==> src/rtl/z88_kb_pkg.sv <==
// Shared definitions for the PS/2 to Z88 key matrix front end: prefix codes,
// receive FSM states, matrix index type and the scan-code set 2 key map.
package z88_kb_pkg;

  typedef logic [5:0] kb_idx_t;

  typedef struct packed {
    logic    valid;
    kb_idx_t idx;
  } kb_map_t;

  typedef enum logic [1:0] {
    RX_IDLE   = 2'd0,
    RX_DATA   = 2'd1,
    RX_PARITY = 2'd2,
    RX_STOP   = 2'd3
  } rx_state_t;

  localparam logic [7:0] CODE_EXT = 8'hE0;  // extended-key prefix
  localparam logic [7:0] CODE_BRK = 8'hF0;  // key-release prefix
  localparam logic [7:0] CODE_OVR = 8'hFF;  // keyboard buffer overrun

  // Keyboard status/ack bytes that carry no key information.
  function automatic logic is_ignored(input logic [7:0] code);
    return (code == 8'hAA) || (code == 8'hFA) || (code == 8'hFE) ||
           (code == 8'hEE) || (code == 8'h00);
  endfunction

  // Scan-code set 2 (with E0 extension flag) to matrix bit index (row*8+col).
  function automatic kb_map_t ps2_to_idx(input logic ext, input logic [7:0] code);
    kb_map_t m;
    m = '{valid: 1'b0, idx: 6'd0};
    case ({ext, code})
      9'h01C: m = '{valid: 1'b1, idx: 6'd45};  // A
      9'h05A: m = '{valid: 1'b1, idx: 6'd6};   // ENTER
      9'h012: m = '{valid: 1'b1, idx: 6'd54};  // left SHIFT
      9'h059: m = '{valid: 1'b1, idx: 6'd63};  // right SHIFT
      9'h029: m = '{valid: 1'b1, idx: 6'd46};  // SPACE
      9'h066: m = '{valid: 1'b1, idx: 6'd7};   // BACKSPACE -> DEL
      9'h00D: m = '{valid: 1'b1, idx: 6'd53};  // TAB
      9'h076: m = '{valid: 1'b1, idx: 6'd61};  // ESC
      9'h01B: m = '{valid: 1'b1, idx: 6'd44};  // S
      9'h023: m = '{valid: 1'b1, idx: 6'd43};  // D
      9'h02B: m = '{valid: 1'b1, idx: 6'd42};  // F
      9'h034: m = '{valid: 1'b1, idx: 6'd27};  // G
      9'h016: m = '{valid: 1'b1, idx: 6'd37};  // 1
      9'h01E: m = '{valid: 1'b1, idx: 6'd36};  // 2
      9'h175: m = '{valid: 1'b1, idx: 6'd59};  // UP
      9'h172: m = '{valid: 1'b1, idx: 6'd58};  // DOWN
      9'h16B: m = '{valid: 1'b1, idx: 6'd56};  // LEFT
      9'h174: m = '{valid: 1'b1, idx: 6'd57};  // RIGHT
      default: m = '{valid: 1'b0, idx: 6'd0};
    endcase
    return m;
  endfunction

endpackage

==> src/rtl/ps2_rx.sv <==
// PS/2 device-to-host byte receiver: pin synchronisers, clock glitch filter,
// 11-bit frame FSM with odd-parity/stop check and inter-edge timeout.
// Bytes leave as a one-cycle scan_valid pulse with scan_code held afterwards;
// bad frames leave as a one-cycle frame_err pulse (never both at once).
module ps2_rx
  import z88_kb_pkg::*;
#(
  parameter int FILTER_LEN = 8,
  parameter int TIMEOUT    = 50000
) (
  input  logic       clk,
  input  logic       reset,
  input  logic       ps2clk,
  input  logic       ps2dat,
  output logic       scan_valid,
  output logic [7:0] scan_code,
  output logic       frame_err
);

  localparam int FW = $clog2(FILTER_LEN + 1);
  localparam int TW = $clog2(TIMEOUT + 1);

  logic          ck_s1_q, ck_s2_q, dt_s1_q, dt_s2_q;
  logic          filt_q, filt_d;
  logic [FW-1:0] fcnt_q, fcnt_d;
  logic          fall;
  rx_state_t     state_q, state_d;
  logic [2:0]    bcnt_q, bcnt_d;
  logic [7:0]    shift_q, shift_d;
  logic          par_q, par_d;
  logic [TW-1:0] tcnt_q, tcnt_d;
  logic          valid_q, valid_d;
  logic [7:0]    code_q, code_d;
  logic          err_q, err_d;

  // Two-flop synchronisers; idle PS/2 lines are high.
  always_ff @(posedge clk) begin
    if (reset) begin
      ck_s1_q <= 1'b1;
      ck_s2_q <= 1'b1;
      dt_s1_q <= 1'b1;
      dt_s2_q <= 1'b1;
    end else begin
      ck_s1_q <= ps2clk;
      ck_s2_q <= ck_s1_q;
      dt_s1_q <= ps2dat;
      dt_s2_q <= dt_s1_q;
    end
  end

  // Glitch filter: level follows only after FILTER_LEN consecutive differing samples.
  always_comb begin
    filt_d = filt_q;
    fcnt_d = '0;
    fall   = 1'b0;
    if (ck_s2_q != filt_q) begin
      if (fcnt_q == FW'(FILTER_LEN - 1)) begin
        filt_d = ck_s2_q;
        fall   = filt_q;
      end else begin
        fcnt_d = fcnt_q + FW'(1);
      end
    end
  end

  // Frame FSM next state: one bit per filtered falling edge, timeout otherwise.
  always_comb begin
    state_d = state_q;
    bcnt_d  = bcnt_q;
    shift_d = shift_q;
    par_d   = par_q;
    tcnt_d  = tcnt_q;
    valid_d = 1'b0;
    code_d  = code_q;
    err_d   = 1'b0;
    if (fall) begin
      tcnt_d = '0;
      case (state_q)
        RX_IDLE: begin
          if (!dt_s2_q) begin
            state_d = RX_DATA;
            bcnt_d  = 3'd0;
          end
        end
        RX_DATA: begin
          shift_d = {dt_s2_q, shift_q[7:1]};
          bcnt_d  = bcnt_q + 3'd1;
          if (bcnt_q == 3'd7) state_d = RX_PARITY;
        end
        RX_PARITY: begin
          par_d   = dt_s2_q;
          state_d = RX_STOP;
        end
        RX_STOP: begin
          state_d = RX_IDLE;
          if (dt_s2_q && (^{shift_q, par_q})) begin
            valid_d = 1'b1;
            code_d  = shift_q;
          end else begin
            err_d = 1'b1;
          end
        end
        default: state_d = RX_IDLE;
      endcase
    end else if (state_q != RX_IDLE) begin
      if (tcnt_q == TW'(TIMEOUT - 1)) begin
        err_d   = 1'b1;
        state_d = RX_IDLE;
        tcnt_d  = '0;
      end else begin
        tcnt_d = tcnt_q + TW'(1);
      end
    end else begin
      tcnt_d = '0;
    end
  end

  // State and output registers.
  always_ff @(posedge clk) begin
    if (reset) begin
      filt_q  <= 1'b1;
      fcnt_q  <= '0;
      state_q <= RX_IDLE;
      bcnt_q  <= 3'd0;
      shift_q <= 8'h00;
      par_q   <= 1'b0;
      tcnt_q  <= '0;
      valid_q <= 1'b0;
      code_q  <= 8'h00;
      err_q   <= 1'b0;
    end else begin
      filt_q  <= filt_d;
      fcnt_q  <= fcnt_d;
      state_q <= state_d;
      bcnt_q  <= bcnt_d;
      shift_q <= shift_d;
      par_q   <= par_d;
      tcnt_q  <= tcnt_d;
      valid_q <= valid_d;
      code_q  <= code_d;
      err_q   <= err_d;
    end
  end

  assign scan_valid = valid_q;
  assign scan_code  = code_q;
  assign frame_err  = err_q;

endmodule

==> src/rtl/ps2_keymatrix.sv <==
// PS/2 keyboard to Z88 64-key matrix image. Received bytes are decoded with
// E0 (extended) and F0 (break) prefix flags; matrix bit = 0 while pressed.
module ps2_keymatrix
  import z88_kb_pkg::*;
#(
  parameter int FILTER_LEN = 8,
  parameter int TIMEOUT    = 50000
) (
  input  logic        clk,
  input  logic        reset,
  input  logic        ps2clk,
  input  logic        ps2dat,
  output logic [63:0] kbmat,
  output logic        scan_valid,
  output logic [7:0]  scan_code,
  output logic        frame_err
);

  logic [63:0] kbmat_q, kbmat_d;
  logic        ext_q, ext_d;
  logic        brk_q, brk_d;
  kb_map_t     hit;

  ps2_rx #(
    .FILTER_LEN(FILTER_LEN),
    .TIMEOUT   (TIMEOUT)
  ) u_rx (
    .clk       (clk),
    .reset     (reset),
    .ps2clk    (ps2clk),
    .ps2dat    (ps2dat),
    .scan_valid(scan_valid),
    .scan_code (scan_code),
    .frame_err (frame_err)
  );

  // Decoder: prefixes set flags, key codes update one matrix bit and clear flags.
  always_comb begin
    kbmat_d = kbmat_q;
    ext_d   = ext_q;
    brk_d   = brk_q;
    hit     = ps2_to_idx(ext_q, scan_code);
    if (scan_valid) begin
      if (scan_code == CODE_EXT) begin
        ext_d = 1'b1;
      end else if (scan_code == CODE_BRK) begin
        brk_d = 1'b1;
      end else if (scan_code == CODE_OVR) begin
        kbmat_d = '1;
        ext_d   = 1'b0;
        brk_d   = 1'b0;
      end else if (!is_ignored(scan_code)) begin
        if (hit.valid) kbmat_d[hit.idx] = brk_q;
        ext_d = 1'b0;
        brk_d = 1'b0;
      end
    end
  end

  // Matrix and prefix flag registers.
  always_ff @(posedge clk) begin
    if (reset) begin
      kbmat_q <= '1;
      ext_q   <= 1'b0;
      brk_q   <= 1'b0;
    end else begin
      kbmat_q <= kbmat_d;
      ext_q   <= ext_d;
      brk_q   <= brk_d;
    end
  end

  assign kbmat = kbmat_q;

endmodule

==> config.mk <==
export PLATFORM = sky130hd
export DESIGN_NAME = ps2_keymatrix
export DESIGN_NICKNAME = d
export VERILOG_FILES = /design/src/rtl/z88_kb_pkg.sv /design/src/rtl/ps2_rx.sv /design/src/rtl/ps2_keymatrix.sv
export SDC_FILE = /design/constraint.sdc
export NUM_CORES = 1
export LEC_CHECK = 0
export BUFFER_PORTS_ARGS = -buffer_cell sky130_fd_sc_hd__buf_2
export CAP_MARGIN = 30
export CORE_ASPECT_RATIO = 0.75
export CORE_UTILIZATION = 50
export DETAILED_ROUTE_END_ITERATION = 8
export PLACE_DENSITY = 0.86
export SYNTH_ARGS = -nofsm -noshare
export SYNTH_HDL_FRONTEND = slang
export SYNTH_SLANG_ARGS = --single-unit
export TNS_END_PERCENT = 20
==> constraint.sdc <==
create_clock -name clk -period 2.8 [get_ports clk]
set_clock_uncertainty 0.2 [all_clocks]
set_input_delay 0.14 -clock clk [delete_from_list [all_inputs] [get_ports clk]]
set_output_delay 0.14 -clock clk [all_outputs]
set_load 0.02 [all_outputs]
==> run_summary.xml <==
<?xml version="1.0" encoding="UTF-8"?>
<metrics>
  <group name="sta">
    <metric name="hold_violations" unit="">0</metric>
    <metric name="tightest_slew" unit="ns">0.569</metric>
    <metric name="post-route-worst-setup-slack" unit="ns">0.0421</metric>
    <metric name="post-route-period-util" unit="%">98.5</metric>
    <metric name="worst_slew_margin_rel" unit="%">62.0</metric>
    <metric name="final_period_minus_worst_setup_slack" unit="ns">2.76</metric>
    <metric name="timing.final.max_slew_violations" unit="">0</metric>
    <metric name="timing.fmax" unit="GHz">0.363</metric>
    <metric name="setup-tns-final" unit="ns">0</metric>
    <metric name="setup_viol" unit="">0</metric>
  </group>
  <group name="cells_and_area">
    <metric name="final_common_cell" unit="">sky130_fd_sc_hd__dfxtp_1</metric>
    <metric name="drive_gt1_share" unit="%">26.7</metric>
    <metric name="areaGrowthSynthToFinish" unit="%">27.4</metric>
    <metric name="final_design_area_no_fill" unit="um2">6340</metric>
    <metric name="final_core_utilization" unit="%">65.6</metric>
    <metric name="most-common-layout-cells" unit="">sky130_fd_sc_hd__dfxtp_1, sky130_fd_sc_hd__buf_2, sky130_fd_sc_hd__nor2_1</metric>
    <metric name="design.final.nets" unit="">651</metric>
    <metric name="antenna_cells_inserted" unit="">0</metric>
  </group>
  <group name="worst_setup_path">
    <metric name="critical_path_buf_inv_count" unit="">0</metric>
    <metric name="max_stage_delay" unit="ns">0.60</metric>
    <metric name="worst_setup_path_end_kind" unit="">flip-flop</metric>
    <metric name="worstSetupPathType" unit="">reg2reg</metric>
    <metric name="critical_path.startpoint_type" unit="">flip-flop</metric>
    <metric name="critical_path.max_fanout" unit="">9</metric>
    <metric name="critical-path-slowest-cell" unit="">sky130_fd_sc_hd__or4_4</metric>
    <metric name="critical-path-top-delay-family" unit="">simple AND/OR/NAND/NOR gates</metric>
    <metric name="cp.required" unit="ns">2.87</metric>
    <metric name="critical_path.cell_chain" unit="">or4_4 &gt; or4_1 &gt; nand4_1 &gt; or3_4 &gt; nor4b_2 &gt; a22oi_1</metric>
    <metric name="worst-endpoint-arrival" unit="ns">2.83</metric>
  </group>
  <group name="yosys">
    <metric name="synth_enable_flop_cells" unit="">0</metric>
    <metric name="synth_fp_nets" unit="">549</metric>
    <metric name="synth_adder_area_share" unit="%">2.01</metric>
    <metric name="ys_ff_latch" unit="">115</metric>
    <metric name="synth_xor_area_share" unit="%">4.40</metric>
    <metric name="ys_dominant_reg_cell" unit="">sky130_fd_sc_hd__dfxtp_1</metric>
    <metric name="synth_cells" unit="">537</metric>
    <metric name="postSynth.asyncResetShare" unit="%">0</metric>
    <metric name="synth-seq-area-share" unit="%">46.3</metric>
    <metric name="synth.yosys.warnings" unit="">0</metric>
    <metric name="dominant_combinational_cell_family_by_area_after_synthesis" unit="">simple AND/OR/NAND/NOR gates</metric>
    <metric name="synth.area.mux_share" unit="%">2.92</metric>
    <metric name="ys_types" unit="">65</metric>
    <metric name="post_synth.cell_area_avg" unit="um2">9.26</metric>
    <metric name="post_synth_instance_area" unit="um2">4970</metric>
    <metric name="synthSimpleGateAreaFrac" unit="%">28.1</metric>
    <metric name="synth_compound_gate_area_share" unit="%">11.7</metric>
  </group>
  <group name="placed_design">
    <metric name="gp_routability_congestion" unit="">0.914</metric>
    <metric name="dp_hpwl" unit="um">8590</metric>
    <metric name="port_buffers" unit="">77</metric>
    <metric name="dpl_cell_area" unit="um2">5650</metric>
    <metric name="preCtsSetupSlack" unit="ns">-0.0585</metric>
  </group>
  <group name="grt">
    <metric name="grt_overflow_total" unit="">0</metric>
    <metric name="grt_resource_usage_total" unit="%">25.7</metric>
    <metric name="maximum_number_of_pins_on_one_net_before_global_route_repair" unit="">47</metric>
    <metric name="grt_first_pass_wirelength" unit="um">20400</metric>
    <metric name="grt_antenna_before_repair" unit="">0</metric>
    <metric name="number_of_global_route_vias_before_repair" unit="">4113</metric>
  </group>
  <group name="status">
    <metric name="status" unit="">complete, no violations</metric>
  </group>
  <group name="drt">
    <metric name="vias_per_cell" unit="">5.66</metric>
    <metric name="wirelength" unit="um">12800</metric>
    <metric name="routedWlPerCell" unit="um">16.3</metric>
    <metric name="drtPass1Iterations" unit="">5</metric>
    <metric name="drt_first_iter_violations" unit="">335</metric>
    <metric name="drt.antenna.violating_nets" unit="">0</metric>
    <metric name="drt_drc_violations_left" unit="">0</metric>
    <metric name="route.vias.total" unit="">4435</metric>
  </group>
  <group name="floorplanning">
    <metric name="core_region_area" unit="um2">9660</metric>
    <metric name="design.die.area" unit="um2">10400</metric>
    <metric name="row_count" unit="">31</metric>
    <metric name="floorplan.io_pins" unit="">78</metric>
    <metric name="die_height" unit="um">88.4</metric>
    <metric name="initial_core_utilization" unit="%">51.5</metric>
    <metric name="die-width" unit="um">117</metric>
  </group>
  <group name="min_path">
    <metric name="holdCritPathClass" unit="">reg2reg</metric>
  </group>
  <group name="clock_tree">
    <metric name="path_clk_slew" unit="ns">0.06</metric>
    <metric name="tritoncts.num_buffers" unit="">17</metric>
    <metric name="cts_tree" unit="">built</metric>
    <metric name="cts.htree.levels" unit="">4</metric>
    <metric name="cts_max_path_buffers" unit="">2</metric>
    <metric name="ctsRootBufferMaster" unit="">sky130_fd_sc_hd__clkbuf_16</metric>
    <metric name="clk-insertion-delay-late" unit="ns">0.42</metric>
    <metric name="cts.sink_count" unit="">115</metric>
  </group>
  <group name="pwr">
    <metric name="power-per-cell-area" unit="nW/um2">615</metric>
    <metric name="vdd_ir_max" unit="mV">0.465</metric>
    <metric name="p_total" unit="mW">3.90</metric>
    <metric name="power.static_leakage" unit="nW">2.36</metric>
  </group>
  <group name="run">
    <metric name="max_cap_viol_count" unit="">0</metric>
  </group>
</metrics>
[cell families (layout without fill, tap and decap cells)]
family,after synthesis,after routing
adders and majority gates,8,8
AOI/OAI and AO/OA,86,86
DFF,115,115
muxes,14,14
buffers and inverters,45,159
and+or+nand+nor,244,244
xor gates and xnor gates,25,25
[per-stage QoR]
step           hold slack, ns  cells
2_1_floorplan          0.0438    537
3_3_place_gp            0.126    749
3_5_place_dp            0.128    749
4_1_cts                 0.217    783
5_1_grt                 0.230    783
6_report                0.215    783
[what timing repair did]
action / in CTS / in global routing
pin swaps: 0 / 3
hold buffers: 3 / 0
gates resized for setup: 2 / 13
setup endpoints to repair: 9 / 18
endpoints found under the hold margin: 15 / 0
buffers inserted: 0 / 0
[per-layer routing]
metal  vias to the layer above  wire [um]  track usage [%]
met5                         -          0                0
met4                         0        323             12.5
met3                        41        876             6.64
met2                       195       6060             39.9
met1                      2113       5520             33.4
li1                       2086          -                -
[report_power, final]
part	switching [mW]	internal, mW	leakage (nW)	total, mW
clock	0.776	1.39	0.283	2.17
combinational	0.0452	0.0276	1.14	0.0728
sequential	0.0102	1.65	0.931	1.66
total	0.831	3.07	2.36	3.90
[flip-flops by register name, summed over array words and instances (netlist names), 2 cells and up]
register,flops
kbmat,64
u_rx.tcnt_q,16
u_rx.scan_code,8
u_rx.shift_q,8
u_rx.fcnt_q,4
u_rx.bcnt_q,3
u_rx.state_q,2
[final timing paths]
check / start / to / cells after the start / slack (ns)
setup / recovery: u_rx.scan_code[5] / kbmat[57] / 6 / 0.04
hold / removal: u_rx.dt_s1_q / u_rx.dt_s2_q / 1 / 0.22
setup reg to reg: u_rx.scan_code[5] / kbmat[57] / 6 / 0.04
hold reg to reg: u_rx.dt_s1_q / u_rx.dt_s2_q / 1 / 0.22
[final cells by class]
cell class | instances | area (um2)
Timing Repair Buffer | 117 | 718
Sequential cell | 115 | 2300
Inverter | 11 | 41.3
Multi-Input combinational cell | 377 | 2520
Fill cell | 715 | 3320
Tap cell | 132 | 165
Clock buffer | 18 | 429
Clock inverter | 13 | 159
[Yosys cell counts, drive strengths merged, types with 5 or more instances]
cell type | number | share of area (%)
xor2 | 10 | 1.8
nand2 | 30 | 2.3
mux2i | 10 | 2.0
nor2 | 56 | 4.2
a211oi | 12 | 1.9
ha | 8 | 2.0
nor3 | 12 | 1.6
inv | 11 | 0.83
nand2b | 49 | 6.2
buf | 11 | 1.9
dfxtp | 115 | 46
and3 | 5 | 0.63
or4 | 5 | 0.83
nand3 | 21 | 2.1
o21ai | 13 | 1.3
a31oi | 6 | 0.75
nand3b | 5 | 1.0
nand4 | 9 | 1.1
xnor2 | 15 | 2.6
a21oi | 26 | 2.7
clkbuf | 23 | 1.8
and2 | 5 | 0.63
or3 | 8 | 1.0
nor2b | 7 | 0.88
Note: power is estimated with default switching activity, not from simulation.
